[src/rtl/aes_ctrl_pkg.sv]
// aes_ctrl_pkg: shared FSM encoding and block constants for the inverse-cipher arbiter.
package aes_ctrl_pkg;
    localparam int CORE_LATENCY = 57;
    localparam int BLK_W        = 128;

    typedef enum logic [2:0] {
        IDLE  = 3'd0,
        ISSUE = 3'd1,
        WAIT  = 3'd2,
        RESP  = 3'd3,
        ERR   = 3'd4
    } state_t;

    function automatic logic [1:0] onehot2(input logic idx);
        return idx ? 2'b10 : 2'b01;
    endfunction
endpackage

[src/rtl/rr_arbiter2.sv]
// rr_arbiter2: combinational two-way round-robin pick; the caller owns last_grant.
module rr_arbiter2 (
    input  logic [1:0] req,
    input  logic       last_grant,
    input  logic       en,
    output logic       gnt_idx,
    output logic       gnt_valid
);
    always_comb begin
        gnt_valid = en & |req;
        gnt_idx   = &req ? ~last_grant : req[1];
    end
endmodule

[src/rtl/inv_cipher_arbiter.sv]
// inv_cipher_arbiter: shares one inverse-cipher core between two requesters,
// sequencing start/done and returning plaintext tagged with the requester id.
module inv_cipher_arbiter
    import aes_ctrl_pkg::*;
#(
    parameter int TIMEOUT = 80,
    parameter int TO_W    = 7
) (
    input  logic             clk_i,
    input  logic             rst_i,
    input  logic [1:0]       req_valid_i,
    output logic [1:0]       req_ready_o,
    input  logic [BLK_W-1:0] req_data0_i,
    input  logic [BLK_W-1:0] req_data1_i,
    output logic             resp_valid_o,
    input  logic             resp_ready_i,
    output logic             resp_id_o,
    output logic [BLK_W-1:0] resp_data_o,
    output logic             core_basla_o,
    output logic [BLK_W-1:0] core_metin_o,
    input  logic [BLK_W-1:0] core_metin_i,
    input  logic             core_bitti_i,
    output logic             busy_o,
    output logic             err_o
);
    state_t           state_q, state_d;
    logic             last_grant_q, last_grant_d;
    logic             id_q, id_d;
    logic             basla_q, basla_d;
    logic             busy_q, busy_d;
    logic             err_q, err_d;
    logic             resp_valid_q, resp_valid_d;
    logic             resp_id_q, resp_id_d;
    logic [BLK_W-1:0] metin_q, metin_d;
    logic [BLK_W-1:0] resp_data_q, resp_data_d;
    logic [TO_W-1:0]  count_q, count_d;
    logic             gnt_idx, gnt_valid;

    rr_arbiter2 u_arb (
        .req        (req_valid_i),
        .last_grant (last_grant_q),
        .en         (state_q == IDLE),
        .gnt_idx    (gnt_idx),
        .gnt_valid  (gnt_valid)
    );

    assign req_ready_o  = gnt_valid ? onehot2(gnt_idx) : 2'b00;
    assign resp_valid_o = resp_valid_q;
    assign resp_id_o    = resp_id_q;
    assign resp_data_o  = resp_data_q;
    assign core_basla_o = basla_q;
    assign core_metin_o = metin_q;
    assign busy_o       = busy_q;
    assign err_o        = err_q;

    always_comb begin
        state_d      = state_q;
        last_grant_d = last_grant_q;
        id_d         = id_q;
        metin_d      = metin_q;
        basla_d      = 1'b0;
        count_d      = count_q;
        resp_valid_d = resp_valid_q;
        resp_id_d    = resp_id_q;
        resp_data_d  = resp_data_q;
        err_d        = err_q;
        case (state_q)
            IDLE: if (gnt_valid) begin
                state_d      = ISSUE;
                metin_d      = gnt_idx ? req_data1_i : req_data0_i;
                id_d         = gnt_idx;
                last_grant_d = gnt_idx;
                basla_d      = 1'b1;
            end
            ISSUE: begin
                state_d = WAIT;
                count_d = '0;
            end
            WAIT: begin
                count_d = count_q + TO_W'(1);
                if (core_bitti_i) begin
                    state_d      = RESP;
                    resp_valid_d = 1'b1;
                    resp_id_d    = id_q;
                    resp_data_d  = core_metin_i;
                end else if (count_d == TO_W'(TIMEOUT)) begin
                    state_d = ERR;
                    err_d   = 1'b1;
                end
            end
            RESP: if (resp_ready_i) begin
                state_d      = IDLE;
                resp_valid_d = 1'b0;
            end
            default: begin
                state_d      = ERR;
                err_d        = 1'b1;
                resp_valid_d = 1'b0;
            end
        endcase
        busy_d = state_d != IDLE;
    end

    always_ff @(posedge clk_i or posedge rst_i) begin
        if (rst_i) begin
            state_q      <= IDLE;
            last_grant_q <= 1'b1;
            id_q         <= 1'b0;
            metin_q      <= '0;
            basla_q      <= 1'b0;
            count_q      <= '0;
            resp_valid_q <= 1'b0;
            resp_id_q    <= 1'b0;
            resp_data_q  <= '0;
            busy_q       <= 1'b0;
            err_q        <= 1'b0;
        end else begin
            state_q      <= state_d;
            last_grant_q <= last_grant_d;
            id_q         <= id_d;
            metin_q      <= metin_d;
            basla_q      <= basla_d;
            count_q      <= count_d;
            resp_valid_q <= resp_valid_d;
            resp_id_q    <= resp_id_d;
            resp_data_q  <= resp_data_d;
            busy_q       <= busy_d;
            err_q        <= err_d;
        end
    end
endmodule

[config.mk]
export PLATFORM = sky130hd
export DESIGN_NAME = inv_cipher_arbiter
export DESIGN_NICKNAME = d
export VERILOG_FILES = /design/src/rtl/aes_ctrl_pkg.sv /design/src/rtl/rr_arbiter2.sv /design/src/rtl/inv_cipher_arbiter.sv
export SDC_FILE = /design/constraint.sdc
export NUM_CORES = 1
export LEC_CHECK = 0
export CORE_AREA = 5 5 253 255
export DETAILED_ROUTE_END_ITERATION = 6
export DIE_AREA = 0 0 258 260
export HOLD_SLACK_MARGIN = 0.05
export PLACE_DENSITY = 0.52
export SETUP_SLACK_MARGIN = 0.15
export SLEW_MARGIN = 0
export SYNTH_ARGS = -nofsm -noshare
export SYNTH_HDL_FRONTEND = slang
export SYNTH_HIERARCHICAL = 1
export SYNTH_SLANG_ARGS = --single-unit
[constraint.sdc]
create_clock -name clk_i -period 25.7 [get_ports clk_i]
set_input_delay 5.14 -clock clk_i [delete_from_list [all_inputs] [get_ports clk_i]]
set_output_delay 5.14 -clock clk_i [all_outputs]
set_load 0.01 [all_outputs]
# Word level (Yosys, flattened, before mapping)
# Index checks and enable logic that the tools add are counted.
# totals
word_cells	53
ff_bits	273
out_inout_bits	263
in_bits	390
# op_classes
n_mux	18
n_reduce_logical	11
bitwise	4
addsub	1
n_eq_ne	8
# ops
cell	count
$mux W128	1
$pmux W7 S2	1
$mux W3	4
$pmux W3 S4	1
$ne A2 B2 Y1 const B	4
$add A7 B1 Y7 const B	1
$eq A7 B7 Y1 const B	1
$mux W1	7
$eq A3 B2 Y1 const B	2
$reduce_and A2 Y1	3
$reduce_and A3 Y1	2
$mux W2	2
$reduce_or A2 Y1	2
$eq A3 B1 Y1 const B	1
$logic_not A3 Y1	1
$not A1 Y1	3
$pmux W1 S3	1
$reduce_bool A3 Y1	1
$reduce_or A3 Y1	1
$pmux W1 S2	1
$reduce_bool A2 Y1	1
$and A1 B1 Y1	1

# Depth between registers and ports, before layout
# Gate-level depths: netlist of the first run.
# depth
word_depth	6
mapped_depth	9
mapped_depth_nobuf	6

# Cells and area by module
# Netlist of the first run, hierarchy kept.
# by_module_without_submodules
module	area_per_inst_um2	n_inst	seq_area_each_um2	cells_each
inv_cipher_arbiter	12061.6	1	6832.8	932
rr_arbiter2	18.8	1	0.0	2

# Worst setup path after synthesis of the first run
# OpenSTA, ideal clock, no wires.
# synth_path
path_type	input port to output port
from	input port req_valid_i[1]
to	output port req_ready_o[1]
setup_slack_ns	14.540
n_path_buf	3
stages	5
arrival_time_ns	6.020
required_time_ns	20.560
path_cell_list	a21boi_2 > clkbuf_1 > buf_2 > buf_2 > and2_1
# synth_between
elab_chain_cells	4
elab_cells_between_ends	6
cone_classes	3 x mux; 1 x bitwise; 2 x reduce/logical
# synth_rtl
item	line_no	text
start: declaration	inv_cipher_arbiter.sv:11	input logic [1:0] req_valid_i,
$reduce_and A2 Y1	rr_arbiter2.sv:11	gnt_idx = &req ? ~last_grant : req[1];
$mux W1	rr_arbiter2.sv:11	
$mux W2	aes_ctrl_pkg.sv:15	return idx ? 2'b10 : 2'b01;
$mux W2 (*)	inv_cipher_arbiter.sv:47	assign req_ready_o = gnt_valid ? onehot2(gnt_idx) : 2'b00;
end: declaration	inv_cipher_arbiter.sv:12	output logic [1:0] req_ready_o,
# Every way passes the cells marked *; elsewhere a longest branch is shown, timed or not.

# Worst setup path in the final report of the first run
# layout_path
from	input port req_valid_i[1]
to	output port req_ready_o[1]
# layout_between
elab_chain_cells	4
elab_cells_between_ends	6
cone_classes	3 x mux; 1 x bitwise; 2 x reduce/logical
# layout_rtl
item	line_no	text
$reduce_and A2 Y1	rr_arbiter2.sv:11	
$mux W1 (*)	rr_arbiter2.sv:11	
net gnt_idx	inv_cipher_arbiter.sv:37	logic gnt_idx, gnt_valid;
$mux W2 (*)	aes_ctrl_pkg.sv:15	
$mux W2 (*)	inv_cipher_arbiter.sv:47	
# Mark *: on every way through the listed nets, which the timed path passes. The rest lies on a longest branch.

==> flow_summary_export.csv, run 1 <==
group,metric,value,unit
setup_path,reg2reg_to,"resp_data_o[56]",
timing,min_period,12.14,ns
setup_path,required,20.56,ns
setup_path,worst_ep_arrival_time,7.00,ns
clock_network,cts_made_buffers,36,
floorplanning,die_x,258,um
finish,fin_util,0.331,
detailed_routing,vias,9454,
pwr,cellInternalPower,1.57,mW
clock_network,ctsResizeCount,0,
floorplanning,start_util,0.197,
global_routing,grt_pass1_wl,62.2,mm
finish,final_common_cell,"clkdlybuf4s50_1",
worst_hold_path,worstHoldStart,"core_metin_o[112]",
global_routing,grt_pass1_vias,10100,
yosys,synthDistinctLibCells,45,
timing,clock_skew,0.0146,ns
clock_network,cts.path.max_buffers,3,
placed_design,pre_cts_ws,13.54,ns
detailed_routing,routed_via_density,3.96,
pwr,leakagePower,8.65,nW
finish,final_cell_mix,"clkdlybuf4s50_1 (652), dfrtp_1 (272), nand2_1 (142)",
timing,drv_slew,0,
global_routing,grt.total_usage,0.118,
worst_hold_path,hold_path_class,"reg -> reg",
setup_path,r2r_slack,22.02,ns
clock_network,cts.hold.buffers_added,0,
pwr,power_frac_seq,0.329,
run,cap_violations,0,
timing,setup_viol_count_final,0,
yosys,yosysTopAreaCellShare,0.563,
global_routing,grt_start_max_net_pins,160,
clock_network,cts_tree,"built",
placed_design,numPortBuffers,652,
detailed_routing,wirelength,42.7,mm
placed_design,hpwlAfterDp,32.4,mm
yosys,yosysSeqAreaShare,0.566,
clock_network,postCtsSetupBuffers,0,
pwr,p_comb_frac,0.453,
finish,fillers,6169,
yosys,synthArstFlopShare,1.00,
floorplanning,core_area,0.0614,mm2
global_routing,overflow,0,
setup_path,ff2ff_path_depth,5,
detailed_routing,drt.antenna.violating_nets,0,
yosys,synthCells,934,
floorplanning,dieArea,0.0671,mm2
pwr,power_density,114,mW/mm2
pwr,p_switching,0.757,mW
setup_path,path_class,"in -> out",
placed_design,gp_congestion,0.768,
floorplanning,rows,91,
timing,fin_ws,13.56,ns
timing,fmax,0.0823,GHz
pwr,vdd_drop_max,0.0457,mV
detailed_routing,drc_errors,0,
yosys,netlist_area,0.0121,mm2
timing,rsz0062_at_grt,"false",
pwr,swShare,0.325,
yosys,yosys_register_bits,273,
yosys,syn-num-nets,1325,
pwr,clockPowerShare,0.218,
yosys,ys.flop_type,"dfrtp_1",
setup_path,critPathMaxFanout,37,
timing,max_slew_margin,0.274,
yosys,ys_warn_count,6,
worst_hold_path,whs_endpoint,"core_metin_o[112]",
timing,worst_pin_slew,1.09,ns
timing,min_period_over_period,0.473,
global_routing,antenna_found_initial,1,
setup_path,start_kind,"input pin",
placed_design,place_inst,2321,
finish,num-nets-final,1960,
timing,fin_setup_tns,0,ns
finish,drive_gt1_frac,0.116,
detailed_routing,drtIter0Drc,366,
clock_network,cts_htree_levels,2,
clock_network,insertion_delay,0.53,ns
clock_network,clock_tree.root_cell,"clkbuf_16",
setup_path,end_kind,"output pin",
setup_path,r2r-start,"state_q[0]",
clock_network,clock_sinks,273,
status,status,"completed",
timing,hold_viol,0,
clock_network,clk_pin_slew_worst_paths,0.06,ns
yosys,synth_area_per_cell,12.9,um2
detailed_routing,drt-pass1-iter-count,5,
floorplanning,ioPinCount,653,
yosys,synth-edff-count,0,
floorplanning,fp.dieH,260,um
finish,final_cells,2386,
worst_hold_path,hold-path-cell-count,2,
yosys,synth_top_cell_by_area,"dfrtp_1",
yosys,ys_top_cells_by_area,"dfrtp_1 (56%), mux2_4 (11%), mux2i_1 (11%), o21ai_1 (4.5%), nand2_1 (4.4%)",
finish,syn_to_final_growth,68.3,%
detailed_routing,post_drt_wl_per_cell,17.9,um
## cells in the mapped netlist, drive strengths merged, types with 3 or more instances
cell / n
dfrtp: 272
nand2: 143
o21ai: 140
mux2: 129
mux2i: 128
buf: 45
clkbuf: 18
a21oi: 10
nor2: 8
inv: 4
nor3: 4
o211ai: 4
a22oi: 3
nand3: 3
## cells by family after synthesis
family,synth area share
compound gates,0.0727
xor+xnor,0.000725
fa+ha+maj,0.00104
buf+inv,0.0478
flops,0.566
mux,0.254
simple gates,0.0578
## sequential cells by signal (all words and copies together) (netlist names)
signal and cells:
core_metin_o 128, resp_data_o 128, count_q 7, state_q 3, busy_o 1, core_basla_o 1
err_o 1, id_q 1, last_grant_q 1, resp_id_o 1, resp_valid_o 1
## how the worst max path moves through the flow
stage / startpoint / endpoint / slack [ns] / cells past startpoint
after global routing: req_valid_i[1] / req_ready_o[1] / 13.47 / 5
after global placement: req_valid_i[1] / req_ready_o[1] / 13.50 / 5
after floorplan: rst_i / busy_o / 13.04 / 1
after CTS: req_valid_i[1] / req_ready_o[1] / 13.54 / 5
after detailed placement: req_valid_i[1] / req_ready_o[1] / 13.54 / 5
final: req_valid_i[1] / req_ready_o[1] / 13.56 / 5
## final cells by class
| class | instances | area, um2 | share of cell area |
|---|---|---|---|
| multi-input combinational | 594 | 4690 | 0.231 |
| antenna | 1 | 2.50 | 0.000123 |
| sequential | 273 | 6830 | 0.336 |
| tap | 790 | 988 | 0.0486 |
| clock buffer | 48 | 1030 | 0.0505 |
| clock inverter | 16 | 171 | 0.00843 |
| inverter | 4 | 22.5 | 0.00111 |
| timing repair buffer | 660 | 6600 | 0.325 |
## per-stage QoR
stage | hold slack, ns | instance area [um2] | power [mW]
floorplan | 0.445 | 12100 | 1.27
global placement | 0.461 | 19100 | 1.83
detailed placement | 0.473 | 19100 | 1.84
CTS | 0.485 | 20300 | 2.38
global route | 0.500 | 20300 | 2.47
finish | 0.479 | 20300 | 2.33
## metal layers
metal | routed length [um] | vias to the layer above | track usage
met4 | 1040 | 0 | 0.0366
met3 | 3050 | 61 | 0.0361
met5 | 0 | - | 0
met1 | 16600 | 4519 | 0.136
li1 | - | 4523 | -
met2 | 22100 | 351 | 0.210
## power groups by stage
| stage | registers, mW | logic [mW] | clock network, mW |
|---|---|---|---|
| global route | 0.794 | 1.13 | 0.545 |
| global placement | 0.764 | 1.07 | 0 |
| finish | 0.766 | 1.05 | 0.508 |
| floorplan | 0.848 | 0.421 | 0 |
| detailed placement | 0.771 | 1.07 | 0 |
| CTS | 0.769 | 1.08 | 0.528 |
## worst max-delay path, cell delays in order
cell	delay (ns)
clkdlybuf4s50_1	0.48
a21boi_4	0.16
buf_4	0.47
and2_1	0.21
clkdlybuf4s50_1	0.53
Note: power is estimated with default switching activity, not from simulation.
==> run 2, diff against run 1 <==
==> constraint.sdc (replaced) <==
create_clock -name clk_i -period 11.33 [get_ports clk_i]
set_input_delay 2.266 -clock clk_i [delete_from_list [all_inputs] [get_ports clk_i]]
set_output_delay 2.266 -clock clk_i [all_outputs]
set_load 0.01 [all_outputs]
==> run 2 against run 1 <==
Die area unchanged. Cell count unchanged. Combinational power increased by 130%.
==> flow_summary_export.csv, run 2 (same netlist as run 1, synthesis figures left out) <==
group,metric,value,unit
setup_path,required,9.06,ns
global_routing,grt_start_max_net_pins,107,
timing,min_period_over_period,0.555,
timing,worst_pin_slew,1.10,ns
setup_path,end_kind,"output pin",
clock_network,cts_tree,"built",
detailed_routing,routed_via_density,3.97,
clock_network,cts_htree_levels,2,
clock_network,cts.path.max_buffers,3,
timing,min_period,6.29,ns
timing,setup_viol_count_final,0,
placed_design,hpwlAfterDp,33.7,mm
floorplanning,ioPinCount,653,
worst_hold_path,hold_path_class,"reg -> reg",
detailed_routing,wirelength,44.2,mm
placed_design,dpl_cell_area,0.0191,mm2
finish,syn_to_final_growth,68.1,%
timing,hold_viol,0,
worst_hold_path,whs_endpoint,"core_metin_o[112]",
timing,fin_setup_tns,0,ns
clock_network,postCtsSetupBuffers,0,
pwr,leakagePower,8.64,nW
finish,final_design_area_no_fill,0.0203,mm2
timing,drv_slew,0,
floorplanning,fp.dieH,260,um
detailed_routing,post_drt_wl_per_cell,18.5,um
setup_path,path_class,"in -> out",
floorplanning,die_x,258,um
setup_path,start_kind,"input pin",
setup_path,r2r_slack,7.63,ns
global_routing,grt.total_usage,0.123,
clock_network,insertion_delay,0.53,ns
global_routing,antenna_found_initial,0,
clock_network,clk_pin_slew_worst_paths,0.05,ns
timing,hold_slack,0.479,ns
finish,fin_util,0.331,
pwr,vdd_drop_max,0.0948,mV
worst_hold_path,hold-path-cell-count,2,
run,cap_violations,0,
timing,fmax,0.159,GHz
status,status,"completed",
global_routing,grt_pass1_vias,10200,
placed_design,numPortBuffers,652,
timing,clock_skew,0.0170,ns
floorplanning,rows,91,
worst_hold_path,worstHoldStart,"core_metin_o[112]",
global_routing,grt_pass1_wl,64.6,mm
setup_path,ff2ff_path_depth,5,
finish,num-nets-final,1961,
global_routing,overflow,0,
clock_network,clock_sinks,273,
pwr,power_density,259,mW/mm2
clock_network,cts.hold.buffers_added,0,
detailed_routing,drt-pass1-iter-count,4,
setup_path,critPathMaxFanout,28,
floorplanning,core_area,0.0614,mm2
clock_network,ctsResizeCount,0,
finish,final_common_cell,"clkdlybuf4s50_1",
finish,final_cell_mix,"clkdlybuf4s50_1 (652), dfrtp_1 (272), nand2_1 (142)",
floorplanning,start_util,0.197,
detailed_routing,drt.antenna.violating_nets,0,
finish,fillers,6172,
floorplanning,dieArea,0.0671,mm2
setup_path,reg2reg_to,"resp_data_o[12]",
detailed_routing,drtIter0Drc,360,
timing,rsz0062_at_grt,"false",
setup_path,r2r-start,"state_q[0]",
clock_network,clock_tree.root_cell,"clkbuf_16",
placed_design,gp_congestion,0.775,
finish,drive_gt1_frac,0.113,
detailed_routing,drc_errors,0,
detailed_routing,vias,9478,
setup_path,worst_ep_arrival_time,4.02,ns
timing,max_slew_margin,0.266,
clock_network,cts_made_buffers,35,
-- run 2: cell count changes in the layout (fill, tap and decap cells not counted) --
cell	delta
bufinv_16	-2
clkinv_4	-1
inv_6	-1
clkbuf_8	+6
buf_4	+3
buf_12	-1
clkinv_2	-6
clkinvlp_4	-2
clkbuf_1	+4
clkinv_8	+1
clkbuf_16	-1
-- run 2: critical path, stage by stage --
cell,delay [ns]
clkdlybuf4s50_1,0.48
a21boi_4,0.16
buf_4,0.38
and2_1,0.19
clkdlybuf4s50_1,0.54
-- run 2: how the worst max path moves through the flow --
stage	start	to	slack, ns	cells past startpoint
detailed placement	req_valid_i[1]	req_ready_o[1]	5.04	5
finish	req_valid_i[1]	req_ready_o[1]	5.04	5
floorplan	rst_i	busy_o	1.54	1
global placement	req_valid_i[1]	req_ready_o[1]	5.01	5
CTS	req_valid_i[1]	req_ready_o[1]	5.03	5
global route	req_valid_i[1]	req_ready_o[1]	4.95	5
-- run 2: layout make-up --
type | count | area [um2] | share of cell area
antenna | 1 | 2.50 | 0.000123
inverter | 4 | 22.5 | 0.00111
sequential | 273 | 6830 | 0.337
timing repair buffer | 662 | 6600 | 0.325
clock buffer | 57 | 1100 | 0.0542
clock inverter | 5 | 65.1 | 0.00320
multi-input combinational | 594 | 4690 | 0.231
tap | 790 | 988 | 0.0487
-- run 2: per-stage QoR --
stage	total power, mW	worst slack [ns]	std cells
global route	5.57	4.95	2385
detailed placement	4.19	5.04	2323
finish	5.25	5.04	2386
CTS	5.37	5.03	2385
floorplan	2.88	1.54	934
global placement	4.16	5.01	2323
-- run 2: power breakdown --
part | internal (mW) | switching, mW | leakage, nW
registers | 1.45 | 0.282 | 3.31
clock network | 0.686 | 0.436 | 0.574
logic | 1.40 | 0.993 | 4.76
-- run 2: per-layer routing --
metal,vias to the layer above,GRT usage,part of all wire
li1,4536,-,-
met5,-,0,0
met2,363,0.220,0.52
met1,4526,0.140,0.38
met3,53,0.0429,0.082
met4,0,0.0352,0.023
==> run 3, diff against run 2 <==
==> constraint.sdc (replaced) <==
create_clock -name clk_i -period 6.35 [get_ports clk_i]
set_input_delay 1.27 -clock clk_i [delete_from_list [all_inputs] [get_ports clk_i]]
set_output_delay 1.27 -clock clk_i [all_outputs]
set_load 0.01 [all_outputs]
==> run 3 against run 2 <==
Worst hold slack got worse by 0.0024 ns. Clock power increased by 96%. Cell count barely moved. Critical endpoint unchanged. Die area did not move. Sequential share of layout area shrank 0.28 points. Via count rose by 0.17%. First-iteration DRC count up 2.2%. Final area grew 0.83%. Count of clock-buffer cells in the layout down 5. Register-to-register slack lost 4.2 ns. Sequential power rose by 78%. Clock skew shrank 0.0048 ns. Critical path type unchanged.
==> flow_summary_export.csv, run 3 (same netlist as run 1, synthesis figures left out) <==
group,metric,value,unit
clock_network,cts_made_buffers,36,
timing,fin_setup_tns,0,ns
run,cap_violations,0,
timing,fmax,0.227,GHz
global_routing,grt_pass1_vias,10100,
global_routing,antenna_found_initial,1,
setup_path,path_cells,"clkdlybuf4s50_1 > a21boi_4 > and2_1 > clkdlybuf4s50_1",
timing,rsz0062_at_grt,"false",
timing,clock_skew,0.0122,ns
timing,drv_slew,0,
setup_path,end_kind,"output pin",
detailed_routing,routed_via_density,3.98,
finish,fillers,6188,
floorplanning,dieArea,0.0671,mm2
timing,min_period,4.41,ns
clock_network,cts.hold.buffers_added,0,
finish,final_common_cell,"clkdlybuf4s50_1",
setup_path,path_class,"in -> out",
detailed_routing,drtIter0Drc,368,
setup_path,cpMaxStageDelayCell,"a21boi_4",
detailed_routing,drt-pass1-iter-count,4,
setup_path,worst_ep_arrival_time,3.14,ns
global_routing,grt_pass1_wl,63.8,mm
finish,final_cell_mix,"clkdlybuf4s50_1 (652), dfrtp_1 (272), nand2_1 (142)",
global_routing,grt.total_usage,0.122,
finish,num_antenna_cells,0,
floorplanning,start_util,0.197,
detailed_routing,post_drt_wl_per_cell,18.5,um
clock_network,clk_pin_slew_worst_paths,0.06,ns
pwr,vdd_drop_max,0.206,mV
global_routing,grt_start_max_net_pins,136,
global_routing,overflow,0,
setup_path,r2r_slack,3.45,ns
finish,drive_gt1_frac,0.115,
setup_path,cpPeakStageDelay,0.58,ns
setup_path,start_kind,"input pin",
detailed_routing,wirelength,44.0,mm
setup_path,crit_family,"buffers and inverters",
setup_path,path_common_cell,"clkdlybuf4s50_1",
pwr,total_power,9.57,mW
timing,hold_viol,0,
pwr,leakagePower,8.70,nW
worst_hold_path,hold_path_class,"reg -> reg",
floorplanning,fp.dieH,260,um
setup_path,critPathMaxFanout,17,
timing,setup_viol_count_final,0,
floorplanning,ioPinCount,653,
finish,num-nets-final,1958,
placed_design,numPortBuffers,652,
clock_network,postCtsSetupBuffers,0,
placed_design,hpwlAfterDp,33.6,mm
setup_path,required,5.08,ns
clock_network,ctsResizeCount,0,
finish,syn_to_final_growth,69.5,%
floorplanning,core_area,0.0614,mm2
timing,min_period_over_period,0.694,
timing,worst_pin_slew,1.03,ns
detailed_routing,vias,9494,
clock_network,insertion_delay,0.53,ns
status,status,"completed",
detailed_routing,drc_errors,0,
detailed_routing,drt.antenna.violating_nets,0,
pwr,power_density,467,mW/mm2
clock_network,cts_tree,"built",
placed_design,gp_congestion,0.770,
clock_network,cts.path.max_buffers,3,
clock_network,clock_tree.root_cell,"clkbuf_16",
clock_network,cts_htree_levels,2,
clock_network,clock_sinks,273,
floorplanning,rows,91,
timing,max_slew_margin,0.313,
floorplanning,die_x,258,um
setup_path,cp_num_buf_inv,2,
## run 3: cell count changes in the layout (fill, tap and decap cells not counted), sizes merged
cell and change:
clkbuf -5, clkinv +2, bufinv +4, buf -4, diode -1, clkinvlp +2
## run 3: worst paths after layout
kind | startpoint | to | cells past startpoint
min in group asynchronous | rst_i | resp_data_o[64] | 2
hold / removal | core_metin_o[125] | core_metin_o[125] | 2
hold reg to reg | core_metin_o[125] | core_metin_o[125] | 2
setup reg to reg | state_q[0] | core_metin_o[122] | 6
max in group asynchronous | rst_i | core_metin_o[108] | 3
setup / recovery | req_valid_i[1] | req_ready_o[1] | 4
## run 3: metrics by stage
step | util | std cells | worst slack, ns | instance area, um2 | hold slack [ns]
after global routing | 0.334 | 2384 | 1.87 | 20500 | 0.502
final | 0.334 | 2384 | 1.94 | 20500 | 0.477
after detailed placement | 0.312 | 2319 | 1.92 | 19200 | 0.470
after floorplan | - | 934 | 1.47 | 12100 | 0.445
after global placement | 0.312 | 2319 | 1.93 | 19200 | 0.462
after CTS | 0.334 | 2384 | 1.92 | 20500 | 0.483
## run 3: cell type report
cell class | instances | area [um2] | area share
Multi-Input combinational cell | 594 | 4690 | 0.229
Inverter | 4 | 18.8 | 0.000917
Clock inverter | 13 | 223 | 0.0109
Tap cell | 790 | 988 | 0.0483
Sequential cell | 273 | 6830 | 0.334
Clock buffer | 52 | 1070 | 0.0523
Timing Repair Buffer | 658 | 6650 | 0.325
## run 3: layer usage
layer | global-route usage | share of wire | up-vias
li1 | - | - | 4529
met1 | 0.138 | 0.38 | 4567
met2 | 0.221 | 0.52 | 338
met3 | 0.0384 | 0.073 | 58
met4 | 0.0363 | 0.025 | 2
met5 | 0 | 0.00030 | -
## run 3: worst min-delay path, stage by stage, from the launching register on
cell and delay [ns]:
dfrtp_1 0.34, nand2_1 0.05, o21ai_0 0.06
## run 3: power breakdown
| part | total (mW) | internal [mW] | switching, mW | leakage [nW] |
|---|---|---|---|---|
| registers | 3.09 | 2.60 | 0.492 | 3.31 |
| clock network | 2.19 | 1.38 | 0.806 | 0.636 |
| logic | 4.29 | 2.51 | 1.79 | 4.76 |
